`config.mk`:
```
export PLATFORM = sky130hd
export DESIGN_NAME = alu_issue_ctrl_flat
export DESIGN_NICKNAME = d
export VERILOG_FILES = /design/src/rtl/alu_issue_ctrl_if.sv /design/src/rtl/alu_issue_ctrl.sv /design/src/flat_wrapper.sv
export SDC_FILE = /design/constraint.sdc
export NUM_CORES = 1
export LEC_CHECK = 0
export CAP_MARGIN = 20
export CORE_MARGIN = 1.5
export CORE_UTILIZATION = 43
export CTS_BUF_LIST = sky130_fd_sc_hd__clkbuf_4
export DETAILED_ROUTE_END_ITERATION = 10
export GPL_TIMING_DRIVEN = 0
export PLACE_DENSITY_LB_ADDON = 0.2
export SYNTH_ARGS = -nofsm -noshare
export SYNTH_HDL_FRONTEND = slang
export SYNTH_SLANG_ARGS = --single-unit
export TNS_END_PERCENT = 20
```
`constraint.sdc`:
```
create_clock -name clk -period 1.7 [get_ports clk]
set_clock_uncertainty 0.15 [all_clocks]
set_input_delay 0.34 -clock clk [delete_from_list [all_inputs] [get_ports clk]]
set_output_delay 0.34 -clock clk [all_outputs]
set_load 0.05 [all_outputs]
```
`src/rtl/alu_issue_ctrl_if.sv`:
```
`default_nettype none
// ============================================================================
// Module   : alu_issue_ctrl_if
// Purpose  : ID -> issue -> ALU handshake/bus bundle for alu_issue_ctrl.
// Revision : 1.0  initial release
// ============================================================================
interface alu_issue_ctrl_if #(
    parameter int XLEN = 32,
    parameter int OPW  = 4
);
    logic            flush;
    logic            in_valid;
    logic            in_ready;
    logic [6:0]      opcode;
    logic [2:0]      funct3;
    logic            funct7_5;
    logic [XLEN-1:0] pc;
    logic [XLEN-1:0] rs1_data;
    logic [XLEN-1:0] rs2_data;
    logic [XLEN-1:0] imm;
    logic            out_valid;
    logic            out_ready;
    logic [XLEN-1:0] alu_a;
    logic [XLEN-1:0] alu_b;
    logic [OPW-1:0]  alu_op;
    logic            illegal;

    // Environment side: ID producer plus EX/MEM consumer.
    modport master (
        output flush, in_valid, opcode, funct3, funct7_5, pc,
               rs1_data, rs2_data, imm, out_ready,
        input  in_ready, out_valid, alu_a, alu_b, alu_op, illegal
    );

    modport slave (
        input  flush, in_valid, opcode, funct3, funct7_5, pc,
               rs1_data, rs2_data, imm, out_ready,
        output in_ready, out_valid, alu_a, alu_b, alu_op, illegal
    );
endinterface
`default_nettype wire

```
`src/rtl/alu_issue_ctrl.sv`:
```
`default_nettype none
// ============================================================================
// Module   : alu_issue_ctrl
// Purpose  : RV32I -> ALU opcode/operand issue stage, 2-entry skid output.
// Options  : ALU_ISSUE_ILLEGAL_EN - flag unsupported encodings, count them.
// Revision : 1.0  initial release
// ============================================================================
module alu_issue_ctrl #(
    parameter int XLEN = 32,
    parameter int OPW  = 4
) (
    input  logic             clk,
    input  logic             rst,
    alu_issue_ctrl_if.slave  bus
);
    localparam logic [6:0] c_OPC_OP     = 7'b0110011;
    localparam logic [6:0] c_OPC_OPIMM  = 7'b0010011;
    localparam logic [6:0] c_OPC_LOAD   = 7'b0000011;
    localparam logic [6:0] c_OPC_STORE  = 7'b0100011;
    localparam logic [6:0] c_OPC_BRANCH = 7'b1100011;
    localparam logic [6:0] c_OPC_LUI    = 7'b0110111;
    localparam logic [6:0] c_OPC_AUIPC  = 7'b0010111;
    localparam logic [6:0] c_OPC_JAL    = 7'b1101111;
    localparam logic [6:0] c_OPC_JALR   = 7'b1100111;

    localparam logic [OPW-1:0] c_ALU_AND  = OPW'(0);
    localparam logic [OPW-1:0] c_ALU_OR   = OPW'(1);
    localparam logic [OPW-1:0] c_ALU_ADD  = OPW'(2);
    localparam logic [OPW-1:0] c_ALU_SUB  = OPW'(3);
    localparam logic [OPW-1:0] c_ALU_SLT  = OPW'(4);
    localparam logic [OPW-1:0] c_ALU_SLTU = OPW'(5);
    localparam logic [OPW-1:0] c_ALU_XOR  = OPW'(6);
    localparam logic [OPW-1:0] c_ALU_SLL  = OPW'(8);
    localparam logic [OPW-1:0] c_ALU_SRA  = OPW'(9);
    localparam logic [OPW-1:0] c_ALU_SRL  = OPW'(10);

`ifdef ALU_ISSUE_ILLEGAL_EN
    localparam logic c_ILL_EN = 1'b1;
`else
    localparam logic c_ILL_EN = 1'b0;
`endif

    typedef struct packed {
        logic [XLEN-1:0] a;
        logic [XLEN-1:0] b;
        logic [OPW-1:0]  op;
        logic            ill;
    } entry_t;

    entry_t          w_dec;
    logic [XLEN-1:0] w_src;
    logic            w_accept;
    logic            w_drain;

    entry_t main_q, main_d;
    entry_t skid_q, skid_d;
    logic   main_valid_q, main_valid_d;
    logic   skid_valid_q, skid_valid_d;

    assign w_src    = (bus.opcode == c_OPC_OP) ? bus.rs2_data : bus.imm;
    assign w_accept = bus.in_valid & ~skid_valid_q;
    assign w_drain  = main_valid_q & bus.out_ready;

    always_comb begin
        w_dec    = '0;
        w_dec.op = c_ALU_ADD;
        case (bus.opcode)
            c_OPC_OP, c_OPC_OPIMM: begin
                w_dec.a = bus.rs1_data;
                case (bus.funct3)
                    3'b000:  w_dec.op = (bus.opcode == c_OPC_OP && bus.funct7_5)
                                        ? c_ALU_SUB : c_ALU_ADD;
                    3'b001:  w_dec.op = c_ALU_SLL;
                    3'b010:  w_dec.op = c_ALU_SLT;
                    3'b011:  w_dec.op = c_ALU_SLTU;
                    3'b100:  w_dec.op = c_ALU_XOR;
                    3'b101:  w_dec.op = bus.funct7_5 ? c_ALU_SRA : c_ALU_SRL;
                    3'b110:  w_dec.op = c_ALU_OR;
                    default: w_dec.op = c_ALU_AND;
                endcase
                // Shifts only consume the 5-bit shift amount.
                if (bus.funct3 == 3'b001 || bus.funct3 == 3'b101) begin
                    w_dec.b = {{(XLEN-5){1'b0}}, w_src[4:0]};
                end else begin
                    w_dec.b = w_src;
                end
            end
            c_OPC_LOAD, c_OPC_STORE: begin
                w_dec.a = bus.rs1_data;
                w_dec.b = bus.imm;
            end
            c_OPC_BRANCH: begin
                w_dec.a = bus.rs1_data;
                w_dec.b = bus.rs2_data;
                case (bus.funct3)
                    3'b000, 3'b001: w_dec.op = c_ALU_SUB;
                    3'b100, 3'b101: w_dec.op = c_ALU_SLT;
                    3'b110, 3'b111: w_dec.op = c_ALU_SLTU;
                    default: begin
                        w_dec.a   = '0;
                        w_dec.b   = '0;
                        w_dec.ill = c_ILL_EN;
                    end
                endcase
            end
            c_OPC_LUI: begin
                w_dec.b = bus.imm;
            end
            c_OPC_AUIPC: begin
                w_dec.a = bus.pc;
                w_dec.b = bus.imm;
            end
            c_OPC_JAL, c_OPC_JALR: begin
                w_dec.a = bus.pc;
                w_dec.b = XLEN'(4);
            end
            default: begin
                w_dec.ill = c_ILL_EN;
            end
        endcase
    end

    always_comb begin
        main_d       = main_q;
        skid_d       = skid_q;
        main_valid_d = main_valid_q;
        skid_valid_d = skid_valid_q;
        if (bus.flush) begin
            main_valid_d = 1'b0;
            skid_valid_d = 1'b0;
        end else if (!main_valid_q || w_drain) begin
            if (skid_valid_q) begin
                main_d       = skid_q;
                main_valid_d = 1'b1;
                skid_valid_d = 1'b0;
            end else if (w_accept) begin
                main_d       = w_dec;
                main_valid_d = 1'b1;
            end else begin
                main_valid_d = 1'b0;
            end
        end else if (w_accept) begin
            skid_d       = w_dec;
            skid_valid_d = 1'b1;
        end
    end

    always_ff @(posedge clk) begin
        if (rst) begin
            main_q       <= '0;
            skid_q       <= '0;
            main_valid_q <= 1'b0;
            skid_valid_q <= 1'b0;
        end else begin
            main_q       <= main_d;
            skid_q       <= skid_d;
            main_valid_q <= main_valid_d;
            skid_valid_q <= skid_valid_d;
        end
    end

`ifdef ALU_ISSUE_ILLEGAL_EN
    logic [15:0] illegal_cnt_q;

    // Accepts dropped by a same-cycle flush are not counted.
    always_ff @(posedge clk) begin
        if (rst) begin
            illegal_cnt_q <= '0;
        end else if (w_accept && !bus.flush && w_dec.ill && illegal_cnt_q != 16'hFFFF) begin
            illegal_cnt_q <= illegal_cnt_q + 16'd1;
        end
    end
`endif

    assign bus.in_ready  = ~skid_valid_q;
    assign bus.out_valid = main_valid_q;
    assign bus.alu_a     = main_q.a;
    assign bus.alu_b     = main_q.b;
    assign bus.alu_op    = main_q.op;
    assign bus.illegal   = main_q.ill;
endmodule
`default_nettype wire

```
`src/flat_wrapper.sv`:
```
// flat-port wrapper written by rule: the top's interface ports become plain ports
module alu_issue_ctrl_flat 
#(
    parameter int XLEN = 32,
    parameter int OPW  = 4
)
  (clk, rst, bus_flush, bus_in_valid, bus_opcode, bus_funct3, bus_funct7_5, bus_pc, bus_rs1_data, bus_rs2_data, bus_imm, bus_out_ready, bus_in_ready, bus_out_valid, bus_alu_a, bus_alu_b, bus_alu_op, bus_illegal);
  alu_issue_ctrl_if #(.XLEN(XLEN), .OPW(OPW)) bus_i ();
  input  logic clk;
  input  logic rst;
  input wire logic [$bits(bus_i.flush)-1:0] bus_flush;
  input wire logic [$bits(bus_i.in_valid)-1:0] bus_in_valid;
  input wire logic [$bits(bus_i.opcode)-1:0] bus_opcode;
  input wire logic [$bits(bus_i.funct3)-1:0] bus_funct3;
  input wire logic [$bits(bus_i.funct7_5)-1:0] bus_funct7_5;
  input wire logic [$bits(bus_i.pc)-1:0] bus_pc;
  input wire logic [$bits(bus_i.rs1_data)-1:0] bus_rs1_data;
  input wire logic [$bits(bus_i.rs2_data)-1:0] bus_rs2_data;
  input wire logic [$bits(bus_i.imm)-1:0] bus_imm;
  input wire logic [$bits(bus_i.out_ready)-1:0] bus_out_ready;
  output wire logic [$bits(bus_i.in_ready)-1:0] bus_in_ready;
  output wire logic [$bits(bus_i.out_valid)-1:0] bus_out_valid;
  output wire logic [$bits(bus_i.alu_a)-1:0] bus_alu_a;
  output wire logic [$bits(bus_i.alu_b)-1:0] bus_alu_b;
  output wire logic [$bits(bus_i.alu_op)-1:0] bus_alu_op;
  output wire logic [$bits(bus_i.illegal)-1:0] bus_illegal;
  assign bus_i.flush = bus_flush;
  assign bus_i.in_valid = bus_in_valid;
  assign bus_i.opcode = bus_opcode;
  assign bus_i.funct3 = bus_funct3;
  assign bus_i.funct7_5 = bus_funct7_5;
  assign bus_i.pc = bus_pc;
  assign bus_i.rs1_data = bus_rs1_data;
  assign bus_i.rs2_data = bus_rs2_data;
  assign bus_i.imm = bus_imm;
  assign bus_i.out_ready = bus_out_ready;
  assign bus_in_ready = bus_i.in_ready;
  assign bus_out_valid = bus_i.out_valid;
  assign bus_alu_a = bus_i.alu_a;
  assign bus_alu_b = bus_i.alu_b;
  assign bus_alu_op = bus_i.alu_op;
  assign bus_illegal = bus_i.illegal;
  alu_issue_ctrl #(.XLEN(XLEN), .OPW(OPW)) u_core (.clk(clk), .rst(rst), .bus(bus_i));
endmodule
```
Word level (Yosys, flattened, before mapping)

Cells that the tools add are included.
W data, S select, Z words.

Input port bits: 144
Output and inout port bits: 71
Flip-flop bits (word level): 139
Logic and storage cells: 63

Reductions and logical operators: 19
Equality and inequality tests: 16
Multiplexer cells: 14
Bitwise operators: 5

Operators by type and width:

| operator             | number |
|---|---|
| $mux W69             | 2 |
| $pmux W32 S4         | 1 |
| $pmux W32 S3         | 1 |
| $mux W32             | 2 |
| $mux W64             | 1 |
| $pmux W4 S7          | 1 |
| $eq A7 B6 Y1 const B | 3 |
| $eq A7 B7 Y1 const B | 3 |
| $eq A7 B5 Y1 const B | 2 |
| $eq A3 B3 Y1 const B | 4 |
| $reduce_or A2 Y1     | 6 |
| $pmux W3 S3          | 1 |
| $pmux W4 S2          | 1 |
| $reduce_or A4 Y1     | 2 |
| $eq A7 B2 Y1 const B | 1 |
| $eq A3 B2 Y1 const B | 2 |
| $reduce_and A3 Y1    | 2 |
| $reduce_or A3 Y1     | 2 |
| $reduce_or A6 Y1     | 1 |
| $eq A3 B1 Y1 const B | 1 |
| $logic_not A3 Y1     | 1 |
| $mux W1              | 3 |
| $not A1 Y1           | 3 |
| $and A1 B1 Y1        | 2 |
| other kinds (5)      | 6 |

Depth between registers and ports, before layout

Depth in word-level cells: 7
Mapped depth: 8
Gate-level depth less buffers: 7

Least setup slack after synthesis

No wires, ideal clock.

Path kind: reg2reg
From: register u_core.main_valid_q (netlist: u_core.bus.out_valid)
To: register u_core.main_q, in the netlist u_core.bus.alu_b[15]
Clock period less this slack: 2,004 ps
Data required time: 1,463 ps
Setup slack: -304 ps
Path buffers: 3
Library setup time: 87 ps
Arrival time: 1,767 ps
Cell stages (with the launch flop): 8
Path through: dfxtp_1 > nor2b_4 > or3_1 > buf_6 > buf_6 > buf_2 > nand2_1 > a221oi_2

Word-level cells in the longest chain between the ends: 3
Elaborated cells on any way between the ends: 4
Classes of those cells: bitwise (1); reduce/logical (3)

RTL lines:

| item                                              | RTL line                                    | source |
|---|---|---|
| start: declaration                                | alu_issue_ctrl.sv:57                        | `logic main_valid_q, main_valid_d;` |
| start signal: assignment                          | alu_issue_ctrl.sv:157                       | `main_valid_q <= main_valid_d;` |
| $and A1 B1 Y1 or $logic_not A1 Y1 (tied branches) | alu_issue_ctrl.sv:62, alu_issue_ctrl.sv:131 |  |
| $logic_or A1 B1 Y1 (*)                            | alu_issue_ctrl.sv:131                       | `end else if (!main_valid_q \|\| w_drain) begin` |
| $reduce_and A3 Y1 (no line) (*)                   | -                                           |  |
| end signal: assignment                            | alu_issue_ctrl.sv:155                       | `main_q <= main_d;` |
| end: declaration                                  | alu_issue_ctrl.sv:55                        | `entry_t main_q, main_d;` |

Every way passes the cells marked *; elsewhere a longest branch is shown, timed or not.
A chain may end at the register's enable or synchronous reset.

Worst setup path after layout

From: register u_core.skid_valid_q
To: output bus_in_ready

Word-level cells in the longest chain between the ends: 1

RTL lines:

| item                     | RTL line              | source |
|---|---|---|
| start: declaration       | alu_issue_ctrl.sv:58  | `logic skid_valid_q, skid_valid_d;` |
| start signal: assignment | alu_issue_ctrl.sv:158 | `skid_valid_q <= skid_valid_d;` |
| $not A1 Y1               | alu_issue_ctrl.sv:175 | `assign bus.in_ready = ~skid_valid_q;` |
| end: declaration         | flat_wrapper.sv:21    | `output wire logic [$bits(bus_i.in_ready)-1:0] bus_in_ready;` |

No other way between the ends.

==> flow_summary.toml <==
[place]
port_buffers = 211
dp_slack_ps = -1110
hpwl_um = 14900
routabilityCongestion = 0.802

[finish]
utilization_pct = 68.9
layout-drive-gt1-share_pct = 30.5
fin_nets = 1128
syn2layout_area_growth_pct = 57.1
seq_area_mm2 = 0.00277
multi_input_area_mm2 = 0.00360
nFillCells = 1185

[global_routing]
grt_pass1_vias = 6389
grt_util_met1_pct = 31.7
antenna_found_initial = 1
busiest_layer = "met2"
grtUsageMet2_pct = 44.0
grt_pass1_wl_um = 32300
grt_max_degree = 17
grt_overflow = 0
use_met3_pct = 6.14
grt.total_usage_pct = 25.6

[synth]
syn_nets = 874
netlist.top_cell.by_area = "dfxtp_1"
synth_ff_type = "dfxtp_1"
ys_async_sr_fraction_pct = 0
synth.area.top_cells = "dfxtp_1, o21ai_0, a22oi_1, a21oi_1, a221oi_2"
synth_edf_count = 0
synthCells = 726
ys_ff_latch = 138
syn-cell-area_mm2 = 0.00632
ys_types = 45
yosysWarnings = 0
yosysSeqAreaShare_pct = 43.7
synth_area_per_cell_um2 = 8.71
synth_top_area_share_pct = 43.7
synth_common_cells = "dfxtp_1, o21ai_0, a21oi_1"
yosysMostFrequentCell = "dfxtp_1"

[clock_network]
clk_pin_slew_ps = 120
cts-buffers-inserted = 17
htree_levels = 4
clk_latency_ps = 560
clock-sinks = 138
clock-root-buffer = "clkbuf_4"
cts_buffer_depth = 2
cts_tree = "built"

[critical_path]
worst-path-max-fanout = 5
path_cells = "buf_6, inv_4, buf_8, buf_8"
critPathSlowestCell = "dfxtp_4"
endpoint_kind = "primary output"
crit_type = "reg2out"
cp.arrival_ps = 1370
cp_num_buf_inv = 4
max_stage_delay_ps = 380
reg2reg_from = "u_core.bus.out_valid"
rrSetupSlack_ps = -120
critPathRequiredTime_ps = 1210
ff2ff_path_depth = 6
critPathTopFamily = "buffers and inverters"
cp_common_cell = "buf_8"
timing.rr.end = "u_core.bus.alu_a[24]"
startpoint_type = "register"

[sta]
max_clock_freq_mhz = 539
setup_viol = 66
final-hold-violation-count = 0
holdWs_ps = 145
post-route-min-period_ps = 1860
maxSlewViolCount = 0
rsz0062_at_grt = "true"
tightest_slew_ps = 843
worst_slack_ps = -157
period_share_pct = 109
relSlewSlack_pct = 43.8

[drt]
num_vias = 6760
via_per_inst = 5.74
wl_per_cell_um = 18.4
drtIter0Drc = 582
final_antenna_net_count = 0
drt-total-wl_um = 21600
drt_first_pass_iters = 5
drc_errors = 0

[pwr]
ir_worst_vdd_mv = 0.403
p_leak_uw = 0.00358
pwr_density_cell_mw_per_mm2 = 742

[floorplan]
fp.dieArea_mm2 = 0.0154
row_count = 44
core_mm2 = 0.0144
die_y_um = 124
initial_core_util_pct = 43.8
pin_count = 215
dieWidth_um = 124

[job]
drv_cap = 0

[hold_path]
worstHoldEndpoint = "u_core.skid_q[4]"
whs_path_depth = 5
min_from = "bus_opcode[4]"
hp-class = "in2reg"

[run_status]
violations = "setup timing"
status = "complete, but fails checks"
==> how the worst max path moves through the flow <==
stage	slack (ps)	to	cells past startpoint	startpoint
floorplan	-80	u_core.bus.alu_a[21]	8	u_core.bus.out_valid
global placement	-1040	u_core.bus.alu_b[30]	9	bus_funct3[2]
detailed placement	-1110	u_core.bus.alu_b[22]	9	bus_funct3[2]
CTS	-280	u_core.bus.alu_b[22]	7	u_core.skid_valid_q
global route	-200	bus_in_ready	4	u_core.skid_valid_q
finish	-160	bus_in_ready	4	u_core.skid_valid_q
==> registers in the layout (all words and copies together), names as in the netlist <==
name                  flops
u_core.skid_valid_q       1
u_core.skid_q            68
u_core.bus.alu_a         32
u_core.bus.out_valid      1
u_core.bus.alu_b         32
u_core.bus.alu_op         4
==> where the power goes <==
| part | switching (uW) | total [uW] | internal, uW |
|---|---|---|---|
| registers | 37.7 | 3340 | 3300 |
| logic | 680 | 1300 | 616 |
| clock network | 1250 | 2730 | 1490 |
==> metrics by stage <==
stage,power [uW],TNS [ps],area [um^2],cells
final,7370,-5260,9940,1178
after global routing,7600,-9960,9940,1178
after CTS,7190,-12760,9030,1163
after detailed placement,4550,-130130,8780,1121
after global placement,4540,-125060,8780,1121
after floorplan,3980,-3720,6430,726
==> per-layer routing <==
layer / part of all wire, % / wire length, um / up-vias
met5: 0 / 0 / -
met4: 2.2 / 473 / 0
met3: 7.2 / 1550 / 40
met2: 49 / 10700 / 303
met1: 41 / 8930 / 3160
li1: - / - / 3257
==> kinds of logic after synthesis <==
logic type                 synth area share, %
DFF                                       43.7
and+or+nand+nor                           12.3
adders and majority gates                0.791
other                                   0.0593
buffers and inverters                     7.02
AOI/OAI and AO/OA                         35.9
muxes                                    0.158
==> cell type report <==
type	instances	area share, %
antenna	1	0.0252
timing repair buffer	238	23.4
multi-input combinational	508	36.2
clock buffer	19	1.44
inverter	5	0.214
buffer	72	6.26
clock inverter	13	2.24
tap	184	2.32
sequential	138	27.9
==> repair_timing <==
action | 4_1_cts | 5_1_grt
setup buffers | 10 | 11
cloned | 0 | 6
pin swaps | 7 | 48
hold buffers | 0 | 0
gates resized for setup | 411 | 192
setup endpoints to repair | 204 | 171
==> tightest hold or removal path, cell delays in order <==
cell,delay (ps)
buf_4,150
nand2b_4,110
nor4_1,60
a21oi_1,100
nor2_1,50
==> cell usage in the layout, fill, tap and decap left out, drive strengths merged, types with 4 or more instances in the layout <==
cell,netlist,routed
dlygate4sd2,0,4
nor2,13,13
a221oi,28,28
nand3,7,7
nor3,41,41
dfxtp,138,138
a21oi,76,76
o21ai,131,131
buf,42,103
bufinv,0,6
a22oi,63,63
or3,6,6
ha,4,4
a31oi,39,39
clkdlybuf4s50,0,133
clkinv,0,5
nand2b,7,7
nand2,73,73
clkbuf,33,87
inv,5,6
(Power assumes the default switching activity.)
